--- src/rtl/sm4_ck_gen_if.sv ---
// sm4_ck_gen_if -- handshake/bus bundle for the SM4 round-constant generator.
//   master : drives start/reverse/ck_ready/lookup_en/lookup_idx, observes outputs
//   slave  : the generator side
//   IDX_W  : width of ck_index and lookup_idx; must equal the generator's IDX_W
interface sm4_ck_gen_if #(
  parameter int IDX_W = 5
);
  logic             start;
  logic             reverse;
  logic             ck_ready;
  logic             ck_valid;
  logic [31:0]      ck_out;
  logic [IDX_W-1:0] ck_index;
  logic             busy;
  logic             done;
  logic             lookup_en;
  logic [IDX_W-1:0] lookup_idx;
  logic [31:0]      lookup_ck;

  modport master (
    output start, reverse, ck_ready, lookup_en, lookup_idx,
    input  ck_valid, ck_out, ck_index, busy, done, lookup_ck
  );

  modport slave (
    input  start, reverse, ck_ready, lookup_en, lookup_idx,
    output ck_valid, ck_out, ck_index, busy, done, lookup_ck
  );
endinterface

--- src/rtl/sm4_ck_gen.sv ---
// sm4_ck_gen -- SM4 round-constant (CK) generator.
// Streams NUM_ROUNDS constants (forward or reverse) over a valid/ready
// handshake and offers an independent registered random-access lookup.
// Constant i = bytes b0..b3 (b0 in bits 31:24), bj = ((4*i+j)*CK_STEP) mod 256.
//   clk  : rising-edge clock
//   rst  : asynchronous active-high reset
//   bus  : sm4_ck_gen_if.slave (start, reverse, ck_ready, ck_valid, ck_out,
//          ck_index, busy, done, lookup_en, lookup_idx, lookup_ck)
//
// state | meaning
// ------+-------------------------------------------------------------
// IDLE  | no sequence active; outputs zero; start/reverse sampled here
// RUN   | ck_out/ck_index valid, advancing one constant per handshake
module sm4_ck_gen #(
  parameter int NUM_ROUNDS = 32,
  parameter int CK_STEP    = 7
) (
  input  logic        clk,
  input  logic        rst,
  sm4_ck_gen_if.slave bus
);

  localparam int IDX_W = (NUM_ROUNDS > 2) ? $clog2(NUM_ROUNDS) : 1;

  // Closed-form constant; only used for fixed start values and the lookup port.
  function automatic logic [31:0] ck_of(input int unsigned i);
    logic [31:0] r;
    r = '0;
    for (int unsigned j = 0; j < 4; j++) begin
      r = {r[23:0], 8'((4 * i + j) * CK_STEP)};
    end
    return r;
  endfunction

  localparam logic [IDX_W-1:0] IDX_LAST = IDX_W'(NUM_ROUNDS - 1);
  localparam logic [31:0]      CK_FIRST = ck_of(0);
  localparam logic [31:0]      CK_LAST  = ck_of(NUM_ROUNDS - 1);
  localparam logic [7:0]       STEP4    = 8'(4 * CK_STEP);

  typedef enum logic {IDLE = 1'b0, RUN = 1'b1} state_t;

  state_t           state_q, state_d;
  logic             rev_q, rev_d;
  logic [31:0]      ck_q, ck_d;
  logic [IDX_W-1:0] idx_q, idx_d;
  logic             done_q, done_d;
  logic [31:0]      lookup_q, lookup_d;

  logic hs;
  logic at_last;

  assign hs      = (state_q == RUN) && bus.ck_ready;
  assign at_last = rev_q ? (idx_q == '0) : (idx_q == IDX_LAST);

  // State register (all flops)
  always_ff @(posedge clk or posedge rst) begin
    if (rst) begin
      state_q  <= IDLE;
      rev_q    <= 1'b0;
      ck_q     <= '0;
      idx_q    <= '0;
      done_q   <= 1'b0;
      lookup_q <= '0;
    end else begin
      state_q  <= state_d;
      rev_q    <= rev_d;
      ck_q     <= ck_d;
      idx_q    <= idx_d;
      done_q   <= done_d;
      lookup_q <= lookup_d;
    end
  end

  // Next-state logic
  always_comb begin
    state_d = state_q;
    case (state_q)
      IDLE:    if (bus.start) state_d = RUN;
      RUN:     if (hs && at_last) state_d = IDLE;
      default: state_d = IDLE;
    endcase
  end

  // Datapath next values: the sequence advances by adding/subtracting a
  // fixed per-byte step, so no multiplier sits on this path.
  always_comb begin
    rev_d  = rev_q;
    ck_d   = ck_q;
    idx_d  = idx_q;
    done_d = 1'b0;
    if (state_q == IDLE) begin
      if (bus.start) begin
        rev_d = bus.reverse;
        ck_d  = bus.reverse ? CK_LAST : CK_FIRST;
        idx_d = bus.reverse ? IDX_LAST : '0;
      end
    end else if (hs) begin
      if (at_last) begin
        done_d = 1'b1;
        ck_d   = '0;
        idx_d  = '0;
      end else begin
        for (int b = 0; b < 4; b++) begin
          ck_d[8*b +: 8] = rev_q ? (ck_q[8*b +: 8] - STEP4) : (ck_q[8*b +: 8] + STEP4);
        end
        idx_d = rev_q ? (idx_q - IDX_W'(1)) : (idx_q + IDX_W'(1));
      end
    end
  end

  // Random-access lookup, independent of the FSM; out-of-range loads zero.
  always_comb begin
    lookup_d = lookup_q;
    if (bus.lookup_en) begin
      lookup_d = (32'(bus.lookup_idx) < 32'(NUM_ROUNDS)) ? ck_of(32'(bus.lookup_idx)) : '0;
    end
  end

  // Outputs; sequence outputs are forced to zero whenever not valid.
  always_comb begin
    bus.ck_valid  = (state_q == RUN);
    bus.busy      = (state_q == RUN);
    bus.ck_out    = (state_q == RUN) ? ck_q : '0;
    bus.ck_index  = (state_q == RUN) ? idx_q : '0;
    bus.done      = done_q;
    bus.lookup_ck = lookup_q;
  end

endmodule

--- src/flat_wrapper.sv ---
// flat-port wrapper written by rule: the top's interface ports become plain ports
module sm4_ck_gen_flat 
#(
  parameter int NUM_ROUNDS = 32,
  parameter int CK_STEP    = 7
)
  (clk, rst, bus_start, bus_reverse, bus_ck_ready, bus_lookup_en, bus_lookup_idx, bus_ck_valid, bus_ck_out, bus_ck_index, bus_busy, bus_done, bus_lookup_ck);
  sm4_ck_gen_if #(.IDX_W((5))) bus_i ();
  input  logic clk;
  input  logic rst;
  input wire logic [$bits(bus_i.start)-1:0] bus_start;
  input wire logic [$bits(bus_i.reverse)-1:0] bus_reverse;
  input wire logic [$bits(bus_i.ck_ready)-1:0] bus_ck_ready;
  input wire logic [$bits(bus_i.lookup_en)-1:0] bus_lookup_en;
  input wire logic [$bits(bus_i.lookup_idx)-1:0] bus_lookup_idx;
  output wire logic [$bits(bus_i.ck_valid)-1:0] bus_ck_valid;
  output wire logic [$bits(bus_i.ck_out)-1:0] bus_ck_out;
  output wire logic [$bits(bus_i.ck_index)-1:0] bus_ck_index;
  output wire logic [$bits(bus_i.busy)-1:0] bus_busy;
  output wire logic [$bits(bus_i.done)-1:0] bus_done;
  output wire logic [$bits(bus_i.lookup_ck)-1:0] bus_lookup_ck;
  assign bus_i.start = bus_start;
  assign bus_i.reverse = bus_reverse;
  assign bus_i.ck_ready = bus_ck_ready;
  assign bus_i.lookup_en = bus_lookup_en;
  assign bus_i.lookup_idx = bus_lookup_idx;
  assign bus_ck_valid = bus_i.ck_valid;
  assign bus_ck_out = bus_i.ck_out;
  assign bus_ck_index = bus_i.ck_index;
  assign bus_busy = bus_i.busy;
  assign bus_done = bus_i.done;
  assign bus_lookup_ck = bus_i.lookup_ck;
  sm4_ck_gen #(.NUM_ROUNDS(NUM_ROUNDS), .CK_STEP(CK_STEP)) u_core (.clk(clk), .rst(rst), .bus(bus_i));
endmodule
--- config.mk ---
export PLATFORM = sky130hd
export DESIGN_NAME = sm4_ck_gen_flat
export DESIGN_NICKNAME = d
export VERILOG_FILES = /design/src/rtl/sm4_ck_gen_if.sv /design/src/rtl/sm4_ck_gen.sv /design/src/flat_wrapper.sv
export SDC_FILE = /design/constraint.sdc
export NUM_CORES = 1
export LEC_CHECK = 0
export ABC_AREA = 1
export CORE_UTILIZATION = 50
export CTS_CLUSTER_SIZE = 20
export DETAILED_ROUTE_END_ITERATION = 8
export PLACE_DENSITY_LB_ADDON = 0.3
export SLEW_MARGIN = 20
export SYNTH_ARGS = -nofsm -noshare
export SYNTH_HDL_FRONTEND = slang
export SYNTH_SLANG_ARGS = --single-unit
--- constraint.sdc ---
create_clock -name clk -period 3.9 [get_ports clk]
set_input_delay 0.975 -clock clk [delete_from_list [all_inputs] [get_ports clk]]
set_output_delay 0.975 -clock clk [all_outputs]
set_load 0.02 [all_outputs]
# == Word-level counts from Yosys, hierarchy flattened ==
# Index checks and enable logic that the tools add are counted.
# op_classes
n_mux,24
magnitude_cmp,0
n_div,0
add_sub_neg,13
multipliers,4
eq_ne,2
bitwise_logic,1
reduce_logical,6
n_shift,0
# ops
cell,n
$mux W32,5
$mul A32 B3 Y8 const B,3
$mux W5,7
$add A8 B5 Y8 const B,4
$mux W8,4
$sub A8 B5 Y8 const B,4
$mux W31,1
$add A7 B2 Y8 const B,2
$add A7 B1 Y8 const B,1
$mul A5 B3 Y6 const B,1
$mux W1,6
$add A5 B1 Y5 const B,1
$eq A5 B5 Y1 const B,1
$logic_not A5 Y1,1
$sub A5 B1 Y5 const B,1
$reduce_and A2 Y1,2
$logic_and A1 B1 Y1,2
$ne A2 B2 Y1 const B,1
$pmux W1 S2,1
$reduce_bool A2 Y1,1
$not A1 Y1,1
# totals
latchBits,0
rom_bits,0
word_cells,56
ramBits,0
mem_count,0
register_bits,70
in_bits,11
out_inout_bits,72

# == Depth between registers and ports, before layout ==
# logic_depth
word_depth,5
mapped_depth,11
mapped_depth_nobuf,11

# == Worst setup path before layout ==
# Ideal clock, no wire load.
# synth_path
path_kind,input to register
from,input port bus_lookup_idx[0]
to,"register u_core.lookup_q[22], in the netlist u_core.bus.lookup_ck[22]"
t_arrival_ns,2.547
required_time_ns,3.817
path_buffers,0
slack_ns,1.270
path_stages,7
cell_sequence,fa_1 -> ha_1 -> fa_1 -> inv_1 -> nand2_1 -> xor2_1 -> o21ai_0
# synth_between
elab_chain_len,2
# synth_rtl
item,line_no,rtl
"start, declared",flat_wrapper.sv:15,input wire logic [$bits(bus_i.lookup_idx)-1:0] bus_lookup_idx;
$add A7 B1 Y8,sm4_ck_gen.sv:30,"r = {r[23:0], 8'((4 * i + j) * CK_STEP)};"
$mul A32 B3 Y8,sm4_ck_gen.sv:30,
"end signal, assigned",sm4_ck_gen.sv:70,lookup_q <= lookup_d;
"end, declared",sm4_ck_gen.sv:47,"logic [31:0] lookup_q, lookup_d;"
# No other way between the ends.
# A chain may end at the register's enable or synchronous reset.

# == Worst setup path after layout ==
# layout_path
from,input port bus_lookup_idx[2]
to,"register u_core.lookup_q[7], in the netlist u_core.bus.lookup_ck[7]"
# layout_between
elab_chain_len,2
# layout_rtl
item,line_no
$add A7 B2 Y8,sm4_ck_gen.sv:30
$mul A32 B3 Y8,sm4_ck_gen.sv:30
# No other way between the ends.

==> results <==
- The cell depth of the worst hold path is 2.
- The final hold slack is 0.485 ns.
- The number of global-route vias before repair came to 3583.
- The aggregate global-route resource usage is 22.7%.
- The leftover overflow at the end of global routing is 0.
- Routability-driven placement finished with a final weighted congestion of 0.895.
- The maximum single-stage delay on the critical path is 0.59 ns.
- The most used standard cell by instance count after synthesis is sky130_fd_sc_hd__nand2_1.
- The insertion delay to the later sink of the worst-skew pair is 0.31 ns.
- The total number of H-tree levels is 2.
- The total of flip-flops plus latches after synthesis is 56.
- The final routed wire length divided by cell count is 12.5 µm.
- The die is 93.0 µm wide.
- After clock tree synthesis, the clock-pin slew on the worst setup and hold paths is 0.10 ns.
- The maximum number of pins on one net before global-route repair is 48.
- The number of antenna violations at the first check in global routing is 0.
- Max-cap violations in this run came to 0.
- The fraction of layout instances using a drive strength above 1 is 4.27%.
- The startpoint identified for the worst register-to-register timing path is u_core.rev_q$_DFFE_PP0P_.
- The start point of the worst min-delay path is u_core.bus.lookup_ck[26]$_DFFE_PP0P_.
- Clock tree synthesis inserted a total of 5 buffers.
- Input and output buffers added on the ports amount to 74.
- In the post-synthesis netlist, the biggest area contributors are sky130_fd_sc_hd__dfrtp_1, sky130_fd_sc_hd__nand2_1, sky130_fd_sc_hd__inv_1, sky130_fd_sc_hd__ha_1, sky130_fd_sc_hd__fa_1.
- After legalization and detailed placement, the total HPWL measured 6.62 mm.
- The detailed router placed 3651 vias in this run.
- Traced cell by cell, the critical path runs through clkdlybuf4s50_1 > fa_1 > ha_1 > nand2_1 > nor2_1 > nand2_1 > nand3_1 > nand2_1 > nand3_1 > nand2_1.
- In this run the deepest clock path goes through 2 buffers.
- At the worst endpoint, the required time is 4.11 ns.
- The total of endpoints with negative setup slack in the final report is 0.
- For this design, the CTS-stage hold fixing added 0 buffers.
- Counting flops with an async set or reset pin after synthesis yields a share of 100%.
- The final number of hold-violating endpoints was 0.
- The instance count on the critical path is 10.
- The first global-routing pass estimated 15.8 mm of wire.
- Tracing the worst setup path back leads to its startpoint at bus_lookup_idx[2].
- The static leakage is 2.78 nW.
- The data arrival time of the critical path is 3.24 ns.
- After routing, the total negative slack on setup checks comes to 0 ns.
- The total inserted antenna cells is 0.
- The commonest cells after synthesis are sky130_fd_sc_hd__nand2_1, sky130_fd_sc_hd__inv_1, sky130_fd_sc_hd__dfrtp_1.
- The kind of cell adding the most delay to the critical path is adder cells.
- In this run the standard cell core region covers 0.00785 mm².
- The cell area that synthesis handed to floorplanning was 0.00414 mm².
- The flow ran to the end, and the final reports show no timing, DRC or antenna violations.
- The distinct cell type count of the synthesized netlist is 30.
- Measured against its own limit, the worst slew margin works out to 39.3%.
- The worst-case IR drop observed on VDD is 0.362 mV.
- Summed over its instances, the top area cell type makes up 33.9% of the synthesized netlist area.
- After detailed routing, the number of vias per cell comes to 4.97.
- Power spread over the standard cell area amounts to 889 mW/mm².
- Among all flip-flop cells after synthesis, the most frequent one is sky130_fd_sc_hd__dfrtp_1.
- The first detailed-routing pass ran for 4 iterations.
- The critical path is of the in2reg type.
- The number of primary I/O pins is 83.
- TritonCTS built the clock tree.
- Together, buffers and inverters on the worst path number 1.
- The worst setup path is launched from an input pin.
- Based on the critical path, the design can be clocked at up to 330 MHz.
- Yosys mapped a number of flops with a built-in enable equal to 0.
- The worst flop-to-flop path endpoint is u_core.ck_q[5]$_DFFE_PP0P_.
- The period utilization is 77.8%.
- STA classifies the critical path endpoint as a flop.
- The count of standard-cell rows is 32.
- The number of remaining DRC errors is 0.
- The depth of the worst register-to-register path is 10.
- The post-route minimum period is 3.03 ns.
- In this run the register-to-register setup slack is 1.44 ns.
- The number of warnings printed during yosys synthesis is 0.
- The floorplan step defined a die boundary enclosing 0.00864 mm².
- The starting density of the core is 52.7%.
- The number of clock sinks is 56.
- The count of nets left with antenna violations once routing finished came out at 0.
- The share of the Yosys chip area taken by registers is 33.9%.
- For this block, the initial DRC count from the detailed router was 129.
- Counting the fill cells in the layout gives 699.
- The routed wire length is 9.20 mm.
- At the end of the flow, the number of nets in the layout was 682.
- The slowest stage of the critical path is the sky130_fd_sc_hd__clkdlybuf4s50_1 cell.
- The most frequent cell on the critical path is sky130_fd_sc_hd__nand2_1.
- The cell type with the largest total area after synthesis is sky130_fd_sc_hd__dfrtp_1.
- The average cell area after synthesis is 7.25 µm².
- The die span in y is 93.0 µm.
- The worst hold path terminates at u_core.bus.lookup_ck[26]$_DFFE_PP0P_.
- The number of pins with negative max-slew slack in the final report was 0.
- The transition time at the pin with the least slew margin is 0.910 ns.
- After clock tree synthesis, the setup repair step added 0 buffers.
- The clock tree root buffer cell is sky130_fd_sc_hd__clkbuf_8.
- Setup repair after global routing left no endpoint under its margin.
- For this run, the share of the core covered by cells in the final layout is 63.2%.
- The number of gates resized after CTS is 0.
- The signed area change from the synthesized netlist to the final layout is 19.8%.
- The type of the worst min-delay path is reg2reg.
- The worst clock skew on the final layout is 0.00518 ns.
- Synthesis produced 571 cells.
- The highest fanout seen on the critical path is 8.
final cells by class:
type / count / area [µm²] / area share (%)
Inverter: 102 / 383 / 7.73
Multi-Input combinational cell: 390 / 2170 / 43.9
Clock inverter: 2 / 35.0 / 0.707
Clock buffer: 6 / 72.6 / 1.46
Tap cell: 102 / 128 / 2.58
Sequential cell: 56 / 1400 / 28.3
Timing Repair Buffer: 77 / 763 / 15.4
per-stage QoR:
stage                     setup WS (ns)  cells  power (mW)  cell area (µm²)
final                             0.866    735        4.41             4960
after global routing              0.674    735        4.86             4960
after CTS                         0.880    735        4.43             4960
after detailed placement          0.535    727        4.02             4850
after global placement            0.574    727        3.93             4850
after floorplan                    1.27    578        3.14             4160
cells in the final DEF, fill, tap and decap left out, types with 8 or more instances in the layout:
master / netlist / routed
sky130_fd_sc_hd__o21bai_1: 11 / 11
sky130_fd_sc_hd__nor2_1: 12 / 12
sky130_fd_sc_hd__conb_1: 1 / 8
sky130_fd_sc_hd__nand3_1: 38 / 38
sky130_fd_sc_hd__inv_1: 97 / 96
sky130_fd_sc_hd__fa_1: 12 / 12
sky130_fd_sc_hd__dfrtp_1: 56 / 56
sky130_fd_sc_hd__ha_1: 27 / 27
sky130_fd_sc_hd__o21ai_0: 22 / 22
sky130_fd_sc_hd__nand2_1: 213 / 213
sky130_fd_sc_hd__clkdlybuf4s50_1: 0 / 74
flip-flops by register name, summed over array words and instances (netlist names):
| register | flops |
|---|---|
| u_core.idx_q | 5 |
| u_core.rev_q | 1 |
| u_core.ck_q | 25 |
| u_core.bus.busy | 1 |
| u_core.bus.lookup_ck | 23 |
| u_core.bus.done | 1 |
metal layers:
| metal | wire, µm | GRT usage (%) | vias to the layer above |
|---|---|---|---|
| met5 | 0 | 0 | - |
| met4 | 91 | 7.05 | 0 |
| met3 | 536 | 4.55 | 7 |
| met2 | 4530 | 40.2 | 107 |
| met1 | 4040 | 27.7 | 1700 |
| li1 | - | - | 1837 |
where the power goes:
group          internal [mW]  switching (mW)
registers              0.805           0.239
logic                   1.26            1.71
clock network          0.191           0.200
tightest hold or removal path: cells and delay by family (launching register included):
kind	cells	cell delay (ns)
simple gates	2	0.10
flops	1	0.36
worst max path at each step:
| stage | to | slack [ns] |
|---|---|---|
| after floorplan | u_core.bus.lookup_ck[22]$_DFFE_PP0P_ | 1.27 |
| after global placement | u_core.bus.lookup_ck[22]$_DFFE_PP0P_ | 0.57 |
| after detailed placement | u_core.bus.lookup_ck[7]$_DFFE_PP0P_ | 0.53 |
| after CTS | u_core.bus.lookup_ck[7]$_DFFE_PP0P_ | 0.88 |
| after global routing | u_core.bus.lookup_ck[7]$_DFFE_PP0P_ | 0.67 |
| final | u_core.bus.lookup_ck[7]$_DFFE_PP0P_ | 0.87 |
kinds of logic after synthesis:
logic type | after synthesis | synth area share (%)
other | 1 | 0.0906
AO/OA/AOI/OAI | 49 | 6.99
adder cells (fa/ha/maj) | 39 | 14.0
XOR/XNOR | 11 | 2.33
buffers and inverters | 132 | 14.2
AND/OR/NAND/NOR | 283 | 28.5
flip-flops | 56 | 33.9
No activity file was read; power rests on OpenSTA's default activity.
